--- config.mk ---
export PLATFORM = sky130hd
export DESIGN_NAME = reg_writeback_ctrl
export DESIGN_NICKNAME = d
export VERILOG_FILES = /design/src/rtl/reg_bank_pkg.sv /design/src/rtl/reg_writeback_ctrl_wb_fifo.sv /design/src/rtl/reg_writeback_ctrl.sv
export SDC_FILE = /design/constraint.sdc
export NUM_CORES = 1
export LEC_CHECK = 0
export ABC_AREA = 0
export CAP_MARGIN = 20
export CORE_MARGIN = 1.5
export CORE_UTILIZATION = 48
export CTS_CLUSTER_SIZE = 24
export DETAILED_ROUTE_END_ITERATION = 12
export PLACE_DENSITY = 0.78
export SLEW_MARGIN = 40
export SYNTH_ARGS = -nofsm -noshare
export SYNTH_HDL_FRONTEND = slang
export SYNTH_SLANG_ARGS = --single-unit
--- constraint.sdc ---
create_clock -name clk -period 2 [get_ports clk]
set_input_delay 0.4 -clock clk [delete_from_list [all_inputs] [get_ports clk]]
set_output_delay 0.4 -clock clk [all_outputs]
set_load 0.05 [all_outputs]
--- src/rtl/reg_bank_pkg.sv ---
// Shared register-bank constants, the write-entry record and the one-hot
// destination decode used by both the write-back path and the bank decoder.
package reg_bank_pkg;

  localparam int unsigned REG_IDX_W = 4;
  localparam int unsigned NUM_REGS  = 16;
  localparam int unsigned DATA_W    = 32;

  typedef struct packed {
    logic [REG_IDX_W-1:0] dest;
    logic [DATA_W-1:0]    data;
  } wb_entry_t;

  typedef enum logic {
    SRC_ALU = 1'b0,
    SRC_LD  = 1'b1
  } wb_src_t;

  function automatic logic [NUM_REGS-1:0] onehot16(input logic [REG_IDX_W-1:0] idx);
    logic [NUM_REGS-1:0] v;
    v      = '0;
    v[idx] = 1'b1;
    return v;
  endfunction

endpackage

--- src/rtl/reg_writeback_ctrl_wb_fifo.sv ---
// DEPTH-entry synchronous FIFO of (dest, data) write requests, with per-entry
// valid/dest taps so the owner can build a pending-write vector.
module wb_fifo
  import reg_bank_pkg::*;
#(
  parameter int unsigned DEPTH = 4,
  parameter int unsigned PTR_W = 2
) (
  input  logic                              clk,
  input  logic                              rst,
  input  logic                              push,
  input  logic [REG_IDX_W-1:0]              push_dest,
  input  logic [DATA_W-1:0]                 push_data,
  input  logic                              pop,
  output logic [REG_IDX_W-1:0]              head_dest,
  output logic [DATA_W-1:0]                 head_data,
  output logic                              full,
  output logic                              empty,
  output logic [PTR_W:0]                    count,
  output logic [DEPTH-1:0]                  ent_valid,
  output logic [DEPTH-1:0][REG_IDX_W-1:0]   ent_dest
);

  localparam logic [PTR_W:0] FULL_CNT = (PTR_W+1)'(DEPTH);

  wb_entry_t          mem [DEPTH];
  logic [PTR_W-1:0]   wr_ptr;
  logic [PTR_W-1:0]   rd_ptr;
  logic [PTR_W:0]     cnt;
  logic [DEPTH-1:0]   vld;
  logic               do_push;
  logic               do_pop;

  assign full    = (cnt == FULL_CNT);
  assign empty   = (cnt == '0);
  assign do_push = push && !full;
  assign do_pop  = pop && !empty;

  // Push and pop only alias the same slot when empty or full, and each is
  // blocked in one of those cases, so the valid-flag updates never collide.
  always_ff @(posedge clk) begin
    if (rst) begin
      wr_ptr <= '0;
      rd_ptr <= '0;
      cnt    <= '0;
      vld    <= '0;
    end else begin
      if (do_push) begin
        wr_ptr      <= wr_ptr + 1'b1;
        vld[wr_ptr] <= 1'b1;
      end
      if (do_pop) begin
        rd_ptr      <= rd_ptr + 1'b1;
        vld[rd_ptr] <= 1'b0;
      end
      if (do_push && !do_pop) begin
        cnt <= cnt + 1'b1;
      end else if (!do_push && do_pop) begin
        cnt <= cnt - 1'b1;
      end
    end
  end

  always_ff @(posedge clk) begin
    if (do_push) begin
      mem[wr_ptr] <= '{dest: push_dest, data: push_data};
    end
  end

  always_comb begin
    ent_dest = '0;
    for (int unsigned i = 0; i < DEPTH; i++) begin
      ent_dest[i] = mem[i].dest;
    end
  end

  assign head_dest = mem[rd_ptr].dest;
  assign head_data = mem[rd_ptr].data;
  assign count     = cnt;
  assign ent_valid = vld;

endmodule

--- src/rtl/reg_writeback_ctrl.sv ---
// Write-side sequencer for the register bank: arbitrates ALU and load writes,
// buffers them, issues one registered write per cycle and publishes busy bits.
module reg_writeback_ctrl
  import reg_bank_pkg::*;
#(
  parameter int unsigned DEPTH = 4,
  parameter int unsigned PTR_W = 2
) (
  input  logic              clk,
  input  logic              rst,
  input  logic              alu_valid,
  output logic              alu_ready,
  input  logic [3:0]        alu_dest,
  input  logic [31:0]       alu_data,
  input  logic              ld_valid,
  output logic              ld_ready,
  input  logic [3:0]        ld_dest,
  input  logic [31:0]       ld_data,
  input  logic              drain_stall,
  output logic              wr_en,
  output logic [3:0]        wr_dest,
  output logic [31:0]       wr_data,
  output logic [15:0]       busy,
  output logic [PTR_W:0]    count
);

  wb_src_t                             sel_src;
  logic                                push;
  logic [REG_IDX_W-1:0]                push_dest;
  logic [DATA_W-1:0]                   push_data;
  logic                                pop;
  logic [REG_IDX_W-1:0]                head_dest;
  logic [DATA_W-1:0]                   head_data;
  logic                                full;
  logic                                empty;
  logic [DEPTH-1:0]                    ent_valid;
  logic [DEPTH-1:0][REG_IDX_W-1:0]     ent_dest;

  // Ready is derived from occupancy and ld_valid only, never from alu_valid.
  assign ld_ready  = !full;
  assign alu_ready = !full && !ld_valid;

  always_comb begin
    sel_src   = ld_valid ? SRC_LD : SRC_ALU;
    push      = 1'b0;
    push_dest = alu_dest;
    push_data = alu_data;
    unique case (sel_src)
      SRC_LD: begin
        push      = ld_valid && ld_ready;
        push_dest = ld_dest;
        push_data = ld_data;
      end
      SRC_ALU: begin
        push      = alu_valid && alu_ready;
      end
      default: ;
    endcase
  end

  assign pop = !empty && !drain_stall;

  wb_fifo #(
    .DEPTH (DEPTH),
    .PTR_W (PTR_W)
  ) u_fifo (
    .clk       (clk),
    .rst       (rst),
    .push      (push),
    .push_dest (push_dest),
    .push_data (push_data),
    .pop       (pop),
    .head_dest (head_dest),
    .head_data (head_data),
    .full      (full),
    .empty     (empty),
    .count     (count),
    .ent_valid (ent_valid),
    .ent_dest  (ent_dest)
  );

  always_ff @(posedge clk) begin
    if (rst) begin
      wr_en   <= 1'b0;
      wr_dest <= '0;
      wr_data <= '0;
    end else begin
      wr_en <= pop;
      if (pop) begin
        wr_dest <= head_dest;
        wr_data <= head_data;
      end
    end
  end

  always_comb begin
    busy = '0;
    for (int unsigned i = 0; i < DEPTH; i++) begin
      if (ent_valid[i]) begin
        busy = busy | onehot16(ent_dest[i]);
      end
    end
  end

endmodule

==> impl_metrics.json <==
{
  "ir_drop_uv": 884,
  "synth_ff_type": "edfxtp_1",
  "fin_cells": 881,
  "clock_path_buffers": 2,
  "fmax_ghz": 0.454,
  "antenna_left": 0,
  "synth_seq_cells": 192,
  "synthArstFlopShare_pct": 0,
  "cts_root_buf": "clkbuf_16",
  "initial_core_util_pct": 49.7,
  "synth_warnings": 0,
  "synth_common_cells": "144 x edfxtp_1, 48 x dfxtp_1, 36 x a22o_1, 36 x mux2_2, 36 x mux4_2",
  "yosysTopAreaCellShare_pct": 54.4,
  "postLayoutCellArea_mm2": 0.0111,
  "rsz0062_at_grt": "true",
  "first_pass_iters": 5,
  "wl_um": 18700,
  "setup_violations": 16,
  "seqPwrFrac_pct": 40.6,
  "holdWs_ps": 473,
  "met3_usage_pct": 4.36,
  "leakage_nw": 4.23,
  "synthCells": 465,
  "grt_usage_pct": 22.2,
  "clkSinkCount": 192,
  "ys_top_cells_by_area": "edfxtp_1 54%, dfxtp_1 12%, mux4_2 10%",
  "fin_ws_ps": -204,
  "portBuffers": 134,
  "avgRoutedWirePerCell_um": 21.2,
  "drive_gt1_share_pct": 34.3,
  "status": "finished with violations",
  "use_met2_pct": 39.9,
  "vias": 5057,
  "netlist_area_mm2": 0.00795,
  "cts_made_buffers": 17,
  "ys_seq_area_share_pct": 66.5,
  "area_delta_synth_final_pct": 39.3,
  "cts_tree": "done",
  "cp.required_ps": 1600,
  "antenna_found_initial": 0,
  "grt_pass1_wl_um": 29000,
  "rows": 46,
  "worstSkewPairLatency_ps": 430,
  "place_area_mm2": 0.0100,
  "die_w_um": 132,
  "pwr-share-clk_pct": 26.7,
  "htree_num_levels": 4,
  "num_io_pins": 135,
  "comb_power_share_pct": 32.7,
  "crit_arrival_ps": 1800,
  "cp_max_fo": 6,
  "swShare_pct": 32.3,
  "ys_types": 45,
  "internal-power_mw": 9.28,
  "crit_type": "reg2out",
  "avgSynthCellArea_um2": 17.1,
  "power.density_mw_per_mm2": 1240,
  "clkSlewWorstSetupHoldPaths_ps": 70,
  "gr-total-overflow": 0,
  "diodes": 0,
  "coreArea_mm2": 0.0160,
  "slew_viol_final": 0,
  "finalHoldViolations": 0,
  "top_usage_layer": "met2",
  "use_met1_pct": 26.2,
  "max_slew_margin_pct": 63.8,
  "viasPerCell": 5.74,
  "cp-end-kind": "primary output",
  "dieArea_mm2": 0.0173,
  "cap_violations": 0,
  "grt_max_degree": 41,
  "place_hpwl_um": 12000,
  "drt_iter0_markers": 336,
  "synth_top_area_cell": "edfxtp_1",
  "syn_nets": 552,
  "final.period_utilization_pct": 110,
  "synth-edff-count": 144,
  "drc": 0,
  "grt_pass1_vias": 5341,
  "fillCellCount": 1097,
  "hold_class": "reg2reg",
  "start_kind": "flip-flop",
  "tightestPinTransition_ps": 543,
  "dp_cells": 825,
  "skew_ps": 20.2,
  "violations": "setup timing",
  "finish.net_count": 739,
  "die_h_um": 132,
  "gp_congestion": 0.815,
  "fin_crit_ps": 2200,
  "p_sw_mw": 4.42,
  "yosysMostFrequentCell": "edfxtp_1",
  "fin_util_pct": 69.2
}
## critical path, stage by stage, from the launching register on
cell	delay, ps
edfxtp_1	490
nand2b_1	280
o32a_1	340
o221ai_2	90
buf_12	170
## flip-flops by register name, summed over array words and instances (netlist names)
name              cells
wr_data              32
u_fifo.wr_ptr         2
wr_dest               4
u_fifo.mem          144
wr_en                 1
u_fifo.ent_valid      4
u_fifo.rd_ptr         2
u_fifo.count          3
## final cells by class
class                           count  area [um2]  area share, %
Timing Repair Buffer              191        2080           18.8
Inverter                           10        41.3          0.373
Multi-Input combinational cell    240        2730           24.6
Sequential cell                   192        5300           47.9
Clock buffer                       18         429           3.88
Clock inverter                     14         223           2.01
Tap cell                          216         270           2.44
## power by group through the flow
stage | logic (mW) | clock network, mW | registers, mW
6_report | 4.48 | 3.66 | 5.56
4_1_cts | 4.37 | 3.72 | 5.58
3_3_place_gp | 4.27 | 0 | 5.60
3_5_place_dp | 4.32 | 0 | 5.65
2_1_floorplan | 1.99 | 0 | 6.30
5_1_grt | 4.74 | 3.86 | 5.63
## cell usage in the layout, fill, tap and decap left out, types with 7 or more instances in the layout
| cell type | instances |
|---|---|
| mux2_2 | 36 |
| buf_12 | 27 |
| o221ai_2 | 7 |
| nand2b_1 | 7 |
| ha_1 | 8 |
| mux4_2 | 36 |
| clkdlybuf4s50_1 | 76 |
| a22o_1 | 36 |
| edfxtp_1 | 144 |
| dlymetal6s2s_1 | 18 |
| buf_4 | 47 |
| nor2_1 | 11 |
| dlygate4sd2_1 | 19 |
| clkbuf_16 | 17 |
| nand3_1 | 10 |
| inv_1 | 9 |
| dfxtp_1 | 43 |
## metrics by stage
stage | TNS (ps) | setup slack [ps] | total power, mW
global placement | -259 | -259 | 9.87
floorplan | -300 | -148 | 8.29
detailed placement | -408 | -362 | 9.97
CTS | -2980 | -225 | 13.7
global route | -3410 | -253 | 14.2
finish | -2610 | -204 | 13.7
## cell families (layout without fill, tap and decap cells)
group / Yosys count / count (layout) / share of synthesized area, %
DFF: 192 / 192 / 66.5
AOI/OAI and AO/OA: 87 / 87 / 9.05
muxes: 73 / 73 / 15.4
and+or+nand+nor: 68 / 68 / 4.83
buffers and inverters: 33 / 233 / 2.28
adders and majority gates: 10 / 10 / 1.67
xor gates and xnor gates: 2 / 2 / 0.220
## worst paths after layout
| path | start | end | slack (ps) | depth (start not counted) |
|---|---|---|---|---|
| setup / recovery | u_fifo.mem[2][35]$_DFFE_PP_ | busy[6] | -200 | 4 |
| hold / removal | wr_dest[1]$_SDFFE_PP0P_ | wr_dest[1]$_SDFFE_PP0P_ | 470 | 1 |
| setup reg to reg | u_fifo.count[0]$_SDFFE_PP0P_ | u_fifo.count[2]$_SDFFE_PP0P_ | 90 | 9 |
| hold reg to reg | wr_dest[1]$_SDFFE_PP0P_ | wr_dest[1]$_SDFFE_PP0P_ | 470 | 1 |
## metal layers
layer | vias to the layer above | part of all wire, %
li1 | 2280 | -
met5 | - | 0
met3 | 24 | 4.1
met1 | 2579 | 40
met2 | 174 | 54
met4 | 0 | 1.4
## repair_timing
action	in CTS	in global routing
pin swaps	7	7
setup endpoints to repair	37	37
hold buffers	0	0
resized for setup	31	40
gates cloned	0	0
buffers inserted	12	12
(Power assumes the default switching activity.)
